<file path="src/rtl/adbg_or1k_pkg.sv">
// Shared types and constants for the OR1K debug burst controller.
//   state_e     : burst FSM states
//   CRC_POLY    : reflected CRC-32 polynomial
//   CRC_INIT    : CRC seed loaded on reset and on every command accept
//   crc32_step  : one serial CRC step (one data bit, LSB-first order)
package adbg_or1k_pkg;

    typedef enum logic [1:0] {
        IDLE  = 2'd0,
        ISSUE = 2'd1,
        WAIT  = 2'd2,
        DRAIN = 2'd3
    } state_e;

    localparam logic [31:0] CRC_POLY = 32'hEDB88320;
    localparam logic [31:0] CRC_INIT = 32'hFFFFFFFF;

    function automatic logic [31:0] crc32_step(input logic [31:0] crc, input logic din);
        logic fb;
        fb = crc[0] ^ din;
        return {1'b0, crc[31:1]} ^ (fb ? CRC_POLY : 32'h0);
    endfunction

endpackage

</file>
<file path="src/rtl/adbg_crc32.sv">
// Running CRC-32 over DW-bit words, parallel equivalent of feeding the word
// LSB first through the serial reflected register. No final inversion.
//   tck_i  : clock
//   rst_i  : synchronous active-high reset, loads CRC_INIT
//   clr_i  : reload CRC_INIT (start of a new burst)
//   en_i   : fold data_i into the CRC this cycle
//   data_i : word to fold in
//   crc_o  : current CRC value
module adbg_crc32
    import adbg_or1k_pkg::*;
#(
    parameter int unsigned DW = 32
) (
    input  logic          tck_i,
    input  logic          rst_i,
    input  logic          clr_i,
    input  logic          en_i,
    input  logic [DW-1:0] data_i,
    output logic [31:0]   crc_o
);

    logic [31:0] crc_q;
    logic [31:0] crc_d;

    always_comb begin
        crc_d = crc_q;
        for (int i = 0; i < int'(DW); i++) begin
            crc_d = crc32_step(crc_d, data_i[i]);
        end
    end

    always_ff @(posedge tck_i) begin
        if (rst_i || clr_i) begin
            crc_q <= CRC_INIT;
        end else if (en_i) begin
            crc_q <= crc_d;
        end
    end

    assign crc_o = crc_q;

endmodule

</file>
<file path="src/rtl/adbg_or1k_burst_ctrl.sv">
// Burst controller in front of the OR1K SPR bus interface (TCK domain).
// Accepts one burst command, issues one single-word strobe per word to the BIU,
// auto-increments the SPR address, streams data over valid/ready ports and keeps
// a running CRC-32 of every word actually transferred.
//   tck_i, rst_i             : clock, synchronous active-high reset
//   cmd_*                    : burst command (valid/ready, we, start addr, word count)
//   abort_i                  : end the burst after the current word
//   wdata_valid_i/wdata_i/wdata_ready_o : write-word stream in
//   rdata_valid_o/rdata_o/rdata_ready_i : read-word stream out
//   biu_*                    : single-word access port to the BIU
//   busy_o, done_o, crc_o    : status, end-of-burst pulse, running CRC
module adbg_or1k_burst_ctrl
    import adbg_or1k_pkg::*;
#(
    parameter int unsigned AW       = 32,
    parameter int unsigned DW       = 32,
    parameter int unsigned CW       = 16,
    parameter int unsigned ADDR_INC = 1
) (
    input  logic          tck_i,
    input  logic          rst_i,
    input  logic          cmd_valid_i,
    output logic          cmd_ready_o,
    input  logic          cmd_we_i,
    input  logic [AW-1:0] cmd_addr_i,
    input  logic [CW-1:0] cmd_count_i,
    input  logic          abort_i,
    input  logic          wdata_valid_i,
    input  logic [DW-1:0] wdata_i,
    output logic          wdata_ready_o,
    output logic          rdata_valid_o,
    output logic [DW-1:0] rdata_o,
    input  logic          rdata_ready_i,
    output logic [AW-1:0] biu_addr_o,
    output logic [DW-1:0] biu_data_o,
    output logic          biu_rd_wrn_o,
    output logic          biu_strobe_o,
    input  logic [DW-1:0] biu_data_i,
    input  logic          biu_rdy_i,
    output logic          busy_o,
    output logic          done_o,
    output logic [31:0]   crc_o
);

    state_e        state_q;
    logic [AW-1:0] addr_q;
    logic [CW-1:0] count_q;
    logic          we_q;
    logic          abort_q;   // abort seen while an access was in flight
    logic          cmd_ready_q;
    logic          busy_q;
    logic          done_q;
    logic          rd_wrn_q;
    logic [DW-1:0] biu_data_q;
    logic [DW-1:0] rdata_q;
    logic          rdata_valid_q;

    logic          cmd_fire;
    logic          issue_go;
    logic          last_word;
    logic          crc_en;
    logic [DW-1:0] crc_data;
    logic [AW-1:0] addr_next;

    assign cmd_fire  = cmd_valid_i && cmd_ready_q;
    assign last_word = (count_q == CW'(1));
    assign addr_next = addr_q + AW'(ADDR_INC);

    // Strobe is combinational so it lands in the same cycle the BIU reports
    // ready; the FSM leaves ISSUE on that edge, so it can never last two cycles.
    assign issue_go = (state_q == ISSUE) && !abort_i && biu_rdy_i && (!we_q || wdata_valid_i);

    // A write word counts once the BIU finishes it; a read word once the
    // consumer takes it. Dropped read words never reach the CRC.
    assign crc_en   = ((state_q == WAIT) && we_q && biu_rdy_i) ||
                      ((state_q == DRAIN) && rdata_ready_i);
    assign crc_data = we_q ? biu_data_q : rdata_q;

    always_ff @(posedge tck_i) begin
        if (rst_i) begin
            state_q       <= IDLE;
            addr_q        <= '0;
            count_q       <= '0;
            we_q          <= 1'b0;
            abort_q       <= 1'b0;
            cmd_ready_q   <= 1'b1;
            busy_q        <= 1'b0;
            done_q        <= 1'b0;
            rd_wrn_q      <= 1'b0;
            biu_data_q    <= '0;
            rdata_q       <= '0;
            rdata_valid_q <= 1'b0;
        end else begin
            done_q <= 1'b0;
            case (state_q)
                IDLE: begin
                    if (cmd_fire) begin
                        addr_q  <= cmd_addr_i;
                        count_q <= cmd_count_i;
                        we_q    <= cmd_we_i;
                        abort_q <= 1'b0;
                        if (cmd_count_i == '0) begin
                            done_q <= 1'b1;
                        end else begin
                            state_q     <= ISSUE;
                            cmd_ready_q <= 1'b0;
                            busy_q      <= 1'b1;
                            rd_wrn_q    <= ~cmd_we_i;
                        end
                    end
                end
                ISSUE: begin
                    if (abort_i) begin
                        state_q     <= IDLE;
                        cmd_ready_q <= 1'b1;
                        busy_q      <= 1'b0;
                        done_q      <= 1'b1;
                    end else if (issue_go) begin
                        state_q <= WAIT;
                        if (we_q) begin
                            biu_data_q <= wdata_i;
                        end
                    end
                end
                WAIT: begin
                    if (biu_rdy_i) begin
                        if (!we_q && !(abort_q || abort_i)) begin
                            rdata_q       <= biu_data_i;
                            rdata_valid_q <= 1'b1;
                            state_q       <= DRAIN;
                        end else begin
                            if (we_q) begin
                                addr_q  <= addr_next;
                                count_q <= count_q - CW'(1);
                            end
                            if (!we_q || last_word || abort_q || abort_i) begin
                                state_q     <= IDLE;
                                cmd_ready_q <= 1'b1;
                                busy_q      <= 1'b0;
                                done_q      <= 1'b1;
                                abort_q     <= 1'b0;
                            end else begin
                                state_q <= ISSUE;
                            end
                        end
                    end else if (abort_i) begin
                        abort_q <= 1'b1;
                    end
                end
                DRAIN: begin
                    // A completed handshake beats a same-cycle abort.
                    if (rdata_ready_i) begin
                        rdata_valid_q <= 1'b0;
                        addr_q        <= addr_next;
                        count_q       <= count_q - CW'(1);
                        if (last_word || abort_i) begin
                            state_q     <= IDLE;
                            cmd_ready_q <= 1'b1;
                            busy_q      <= 1'b0;
                            done_q      <= 1'b1;
                        end else begin
                            state_q <= ISSUE;
                        end
                    end else if (abort_i) begin
                        rdata_valid_q <= 1'b0;
                        state_q       <= IDLE;
                        cmd_ready_q   <= 1'b1;
                        busy_q        <= 1'b0;
                        done_q        <= 1'b1;
                    end
                end
                default: begin
                    state_q <= IDLE;
                end
            endcase
        end
    end

    adbg_crc32 #(
        .DW(DW)
    ) u_crc (
        .tck_i (tck_i),
        .rst_i (rst_i),
        .clr_i (cmd_fire),
        .en_i  (crc_en),
        .data_i(crc_data),
        .crc_o (crc_o)
    );

    assign cmd_ready_o   = cmd_ready_q;
    assign wdata_ready_o = issue_go && we_q;
    assign rdata_valid_o = rdata_valid_q;
    assign rdata_o       = rdata_q;
    assign biu_addr_o    = addr_q;
    assign biu_data_o    = biu_data_q;
    assign biu_rd_wrn_o  = rd_wrn_q;
    assign biu_strobe_o  = issue_go;
    assign busy_o        = busy_q;
    assign done_o        = done_q;

endmodule

</file>
<file path="config.mk">
export PLATFORM = sky130hd
export DESIGN_NAME = adbg_or1k_burst_ctrl
export DESIGN_NICKNAME = d
export VERILOG_FILES = /design/src/rtl/adbg_or1k_pkg.sv /design/src/rtl/adbg_crc32.sv /design/src/rtl/adbg_or1k_burst_ctrl.sv
export SDC_FILE = /design/constraint.sdc
export NUM_CORES = 1
export LEC_CHECK = 0
export ABC_AREA = 1
export BUFFER_PORTS_ARGS = -buffer_cell sky130_fd_sc_hd__buf_2
export CORE_UTILIZATION = 45
export DETAILED_ROUTE_END_ITERATION = 7
export GPL_TIMING_DRIVEN = 0
export PLACE_DENSITY = 0.64
export SETUP_SLACK_MARGIN = 0.02
export SYNTH_ARGS = -nofsm -noshare
export SYNTH_HDL_FRONTEND = slang
export SYNTH_HIERARCHICAL = 1
export SYNTH_SLANG_ARGS = --single-unit
</file>
<file path="constraint.sdc">
create_clock -name tck_i -period 4.4 [get_ports tck_i]
set_input_delay 0.22 -clock tck_i [delete_from_list [all_inputs] [get_ports tck_i]]
set_output_delay 0.22 -clock tck_i [all_outputs]
set_load 0.01 [all_outputs]
</file>
==> insert_results.sql <==
INSERT INTO impl_metrics (metric_group, metric, value, unit) VALUES
('synth', 'synth_adder_area_share', '0.002824', ''),
('route', 'dr.pass1.iters', '6', ''),
('flow_run', 'drv_cap', '0', ''),
('synth', 'synth-seq-area-share', '0.2304', ''),
('route', 'route.detailed.wl_per_inst', '17.20', 'um'),
('setup_path', 'worst-endpoint-arrival', '4.32', 'ns'),
('clock_network', 'cts_root_buffer', 'clkbuf_16', ''),
('cells_and_area', 'drive_above_1_share', '0.2082', ''),
('grt', 'grt_util_all_layers', '0.3311', ''),
('synth', 'multiplexer_share_of_the_synthesized_area', '0', ''),
('synth', 'yosys_register_bits', '153', ''),
('floorplanning', 'floorplan_core_area', '0.02886', 'mm^2'),
('setup_path', 'worstPathMaxFanout', '18', ''),
('route', 'drt-total-wl', '50.49', 'mm'),
('setup_path', 'longest_individual_stage_delay_on_the_worst_path', '0.33', 'ns'),
('placed_design', 'detailed_place_hpwl', '40.71', 'mm'),
('sta', 'worst_clock_skew', '0.01212', 'ns'),
('grt', 'grt_antenna_before_repair', '1', ''),
('synth', 'yosys.cell_types.count', '45', ''),
('grt', 'first_global_vias', '14500', ''),
('route', 'detail-route-antenna-nets', '0', ''),
('setup_path', 'timing.critical_path.required', '4.73', 'ns'),
('clock_network', 'insertion_delay', '0.45', 'ns'),
('grt', 'maximum_number_of_pins_on_one_net_before_global_route_repair', '19', ''),
('synth', 'synth_simple_gate_area_share', '0.4972', ''),
('run_status', 'run_status', 'completed', ''),
('floorplanning', 'die-width', '173.9', 'um'),
('synth', 'yosysTopAreaCell', 'dfxtp_1', ''),
('setup_path', 'startpoint_type', 'register', ''),
('setup_path', 'cpMostUsedCell', 'nand2_2', ''),
('synth', 'synthMostInstantiatedCell', 'nand2_1', ''),
('grt', 'grt_first_pass_wirelength', '78.14', 'mm'),
('floorplanning', 'rows', '62', ''),
('clock_network', 'cts_tree', 'done', ''),
('clock_network', 'clock-sinks', '153', ''),
('clock_network', 'number_of_cts_inserted_buffers', '17', ''),
('sta', 'timing.final.crit_period', '3.984', 'ns'),
('setup_path', 'critical-path-slowest-cell', 'dfxtp_1', ''),
('clock_network', 'ctsLongestPathBuffers', '2', ''),
('setup_path', 'worst_setup_path_type', 'register to register', ''),
('cells_and_area', 'synthToLayoutAreaGrowth', '17.95', '%'),
('synth', 'syn-num-nets', '2388', ''),
('route', 'remaining_drc_errors', '0', ''),
('route', 'top_layer', 'met4', ''),
('clock_network', 'cts.reportedPaths.clkPinSlew', '0.07', 'ns'),
('synth', 'synth_cells', '2265', ''),
('sta', 'finalHoldViolations', '0', ''),
('synth', 'synth_compound_gate_area_share', '0.1139', ''),
('route', 'dr_wl_met3', '3.908', 'mm'),
('synth', 'ys_async_sr_fraction', '0', ''),
('placed_design', 'place.gp.congestion', '0.9644', ''),
('synth', 'total_of_warnings_raised_by_yosys', '6', ''),
('sta', 'timing.final.setup_violations', '0', ''),
('grt', 'overflow', '0', ''),
('cells_and_area', 'fillerInstances', '3088', ''),
('sta', 'rsz0062_at_grt', 'no', ''),
('placed_design', 'placement.io_buffers', '254', ''),
('sta', 'timing.hold.ws', '0.02475', 'ns'),
('synth', 'dominant_combinational_cell_family_by_area_after_synthesis', 'simple AND/OR/NAND/NOR gates', ''),
('floorplanning', 'die_h', '173.9', 'um'),
('clock_network', 'postCtsResizedCells', '2', ''),
('cells_and_area', 'finalNetCount', '2660', ''),
('clock_network', 'cts_max_level', '4', ''),
('sta', 'worst_pin_slew', '0.9021', 'ns'),
('route', 'detailroute.wirelength.met2', '23.31', 'mm'),
('clock_network', 'post_cts_hold_buffer_count', '0', ''),
('synth', 'yosys-top-cells-area', 'dfxtp_1, nand2_1, nand3_1, nor2_1, inv_1', ''),
('sta', 'slew_violations', '0', ''),
('synth', 'synthXorXnorAreaFrac', '0.06249', ''),
('synth', 'synth_enable_flop_cells', '0', ''),
('sta', 'maxClockFrequency', '251.0', 'MHz');
[cells by family after synthesis]
group           Yosys count
simple gates           1429
fa+ha+maj                 3
compound gates          293
buf+inv                 293
xor+xnor                 94
flops                   153
[critical path, delay by kind of cell, from the launching register on]
| family | cells | cell delay [ns] |
|---|---|---|
| AOI/OAI and AO/OA | 1 | 0.22 |
| buffers and inverters | 3 | 0.52 |
| DFF | 1 | 0.33 |
| and+or+nand+nor | 25 | 2.80 |
[cells in the final DEF (no fill, tap or decap), types with 4 or more instances in the layout]
| cell type | synthesis | final |
|---|---|---|
| inv_8 | 0 | 4 |
| or2_2 | 5 | 5 |
| o211ai_1 | 4 | 4 |
| o21ai_0 | 131 | 128 |
| buf_6 | 9 | 9 |
| a21oi_1 | 119 | 119 |
| clkbuf_1 | 36 | 33 |
| inv_6 | 0 | 6 |
| dfxtp_1 | 153 | 153 |
| clkbuf_16 | 0 | 17 |
| or2_1 | 4 | 4 |
| nand2_1 | 774 | 773 |
| inv_1 | 195 | 195 |
| nand3b_1 | 12 | 12 |
| nand2_4 | 41 | 41 |
| nand3_2 | 20 | 22 |
| inv_2 | 23 | 22 |
| o21ai_2 | 2 | 4 |
| nand4_1 | 8 | 8 |
| xor2_1 | 70 | 70 |
| nand3_1 | 221 | 219 |
| o22ai_1 | 6 | 6 |
| nand3_4 | 5 | 5 |
| inv_4 | 4 | 5 |
| a31oi_1 | 4 | 4 |
| nor2_4 | 5 | 5 |
| nor3_1 | 11 | 11 |
| nand2_2 | 89 | 90 |
| xnor2_1 | 23 | 23 |
| buf_2 | 18 | 272 |
| o21ai_1 | 20 | 21 |
| nor2_1 | 222 | 222 |
| buf_4 | 6 | 7 |
[final timing paths]
| kind | startpoint | end | slack, ns | depth (start not counted) |
|---|---|---|---|---|
| worst max-delay path | we_q | u_crc/crc_o[20] | 0.42 | 29 |
| worst min-delay path | biu_data_i[20] | rdata_o[20] | 0.02 | 3 |
| worst max register to register | we_q | u_crc/crc_o[20] | 0.42 | 29 |
| worst min register to register | biu_data_o[27] | biu_data_o[27] | 0.46 | 2 |
[routing by layer]
layer,GRT usage,vias up
li1,-,7732
met1,0.4171,7111
met2,0.5567,662
met3,0.05548,117
met4,0.1385,0
met5,0,-
[layout make-up]
type | instances | area [um^2] | share of cell area
inverter | 223 | 849.6 | 0.05418
clock buffer | 18 | 429.2 | 0.02737
sequential | 153 | 3063 | 0.1953
tap | 384 | 480.5 | 0.03064
buffer | 69 | 396.6 | 0.02530
multi-input combinational | 1819 | 9012 | 0.5748
clock inverter | 14 | 175.2 | 0.01117
antenna | 1 | 2.502 | 0.0001596
timing repair buffer | 254 | 1271 | 0.08107
[registers in the layout, summed over array words and instances (netlist names)]
signal	count
done_o	1
we_q	1
state_q	2
u_crc/crc_o	32
rdata_o	32
busy_o	1
count_q	16
cmd_ready_o	1
abort_q	1
rdata_valid_o	1
biu_rd_wrn_o	1
biu_data_o	32
biu_addr_o	32
[per-stage QoR]
step                utilization  cells  TNS [ns]  setup WS, ns  area (um^2)
global route             0.5433   2934         0       0.03028        15680
finish                   0.5434   2935         0        0.4161        15680
global placement         0.5214   2903   -0.7848       -0.1029        15050
CTS                      0.5423   2934         0        0.1999        15650
detailed placement       0.5214   2903    -1.721       -0.1642        15050
floorplan                     -   2265         0         1.063        13290
Power is left out: the tool's default activity adds up to more than one toggle a clock period on the data nets, which glitch-free logic cannot reach.
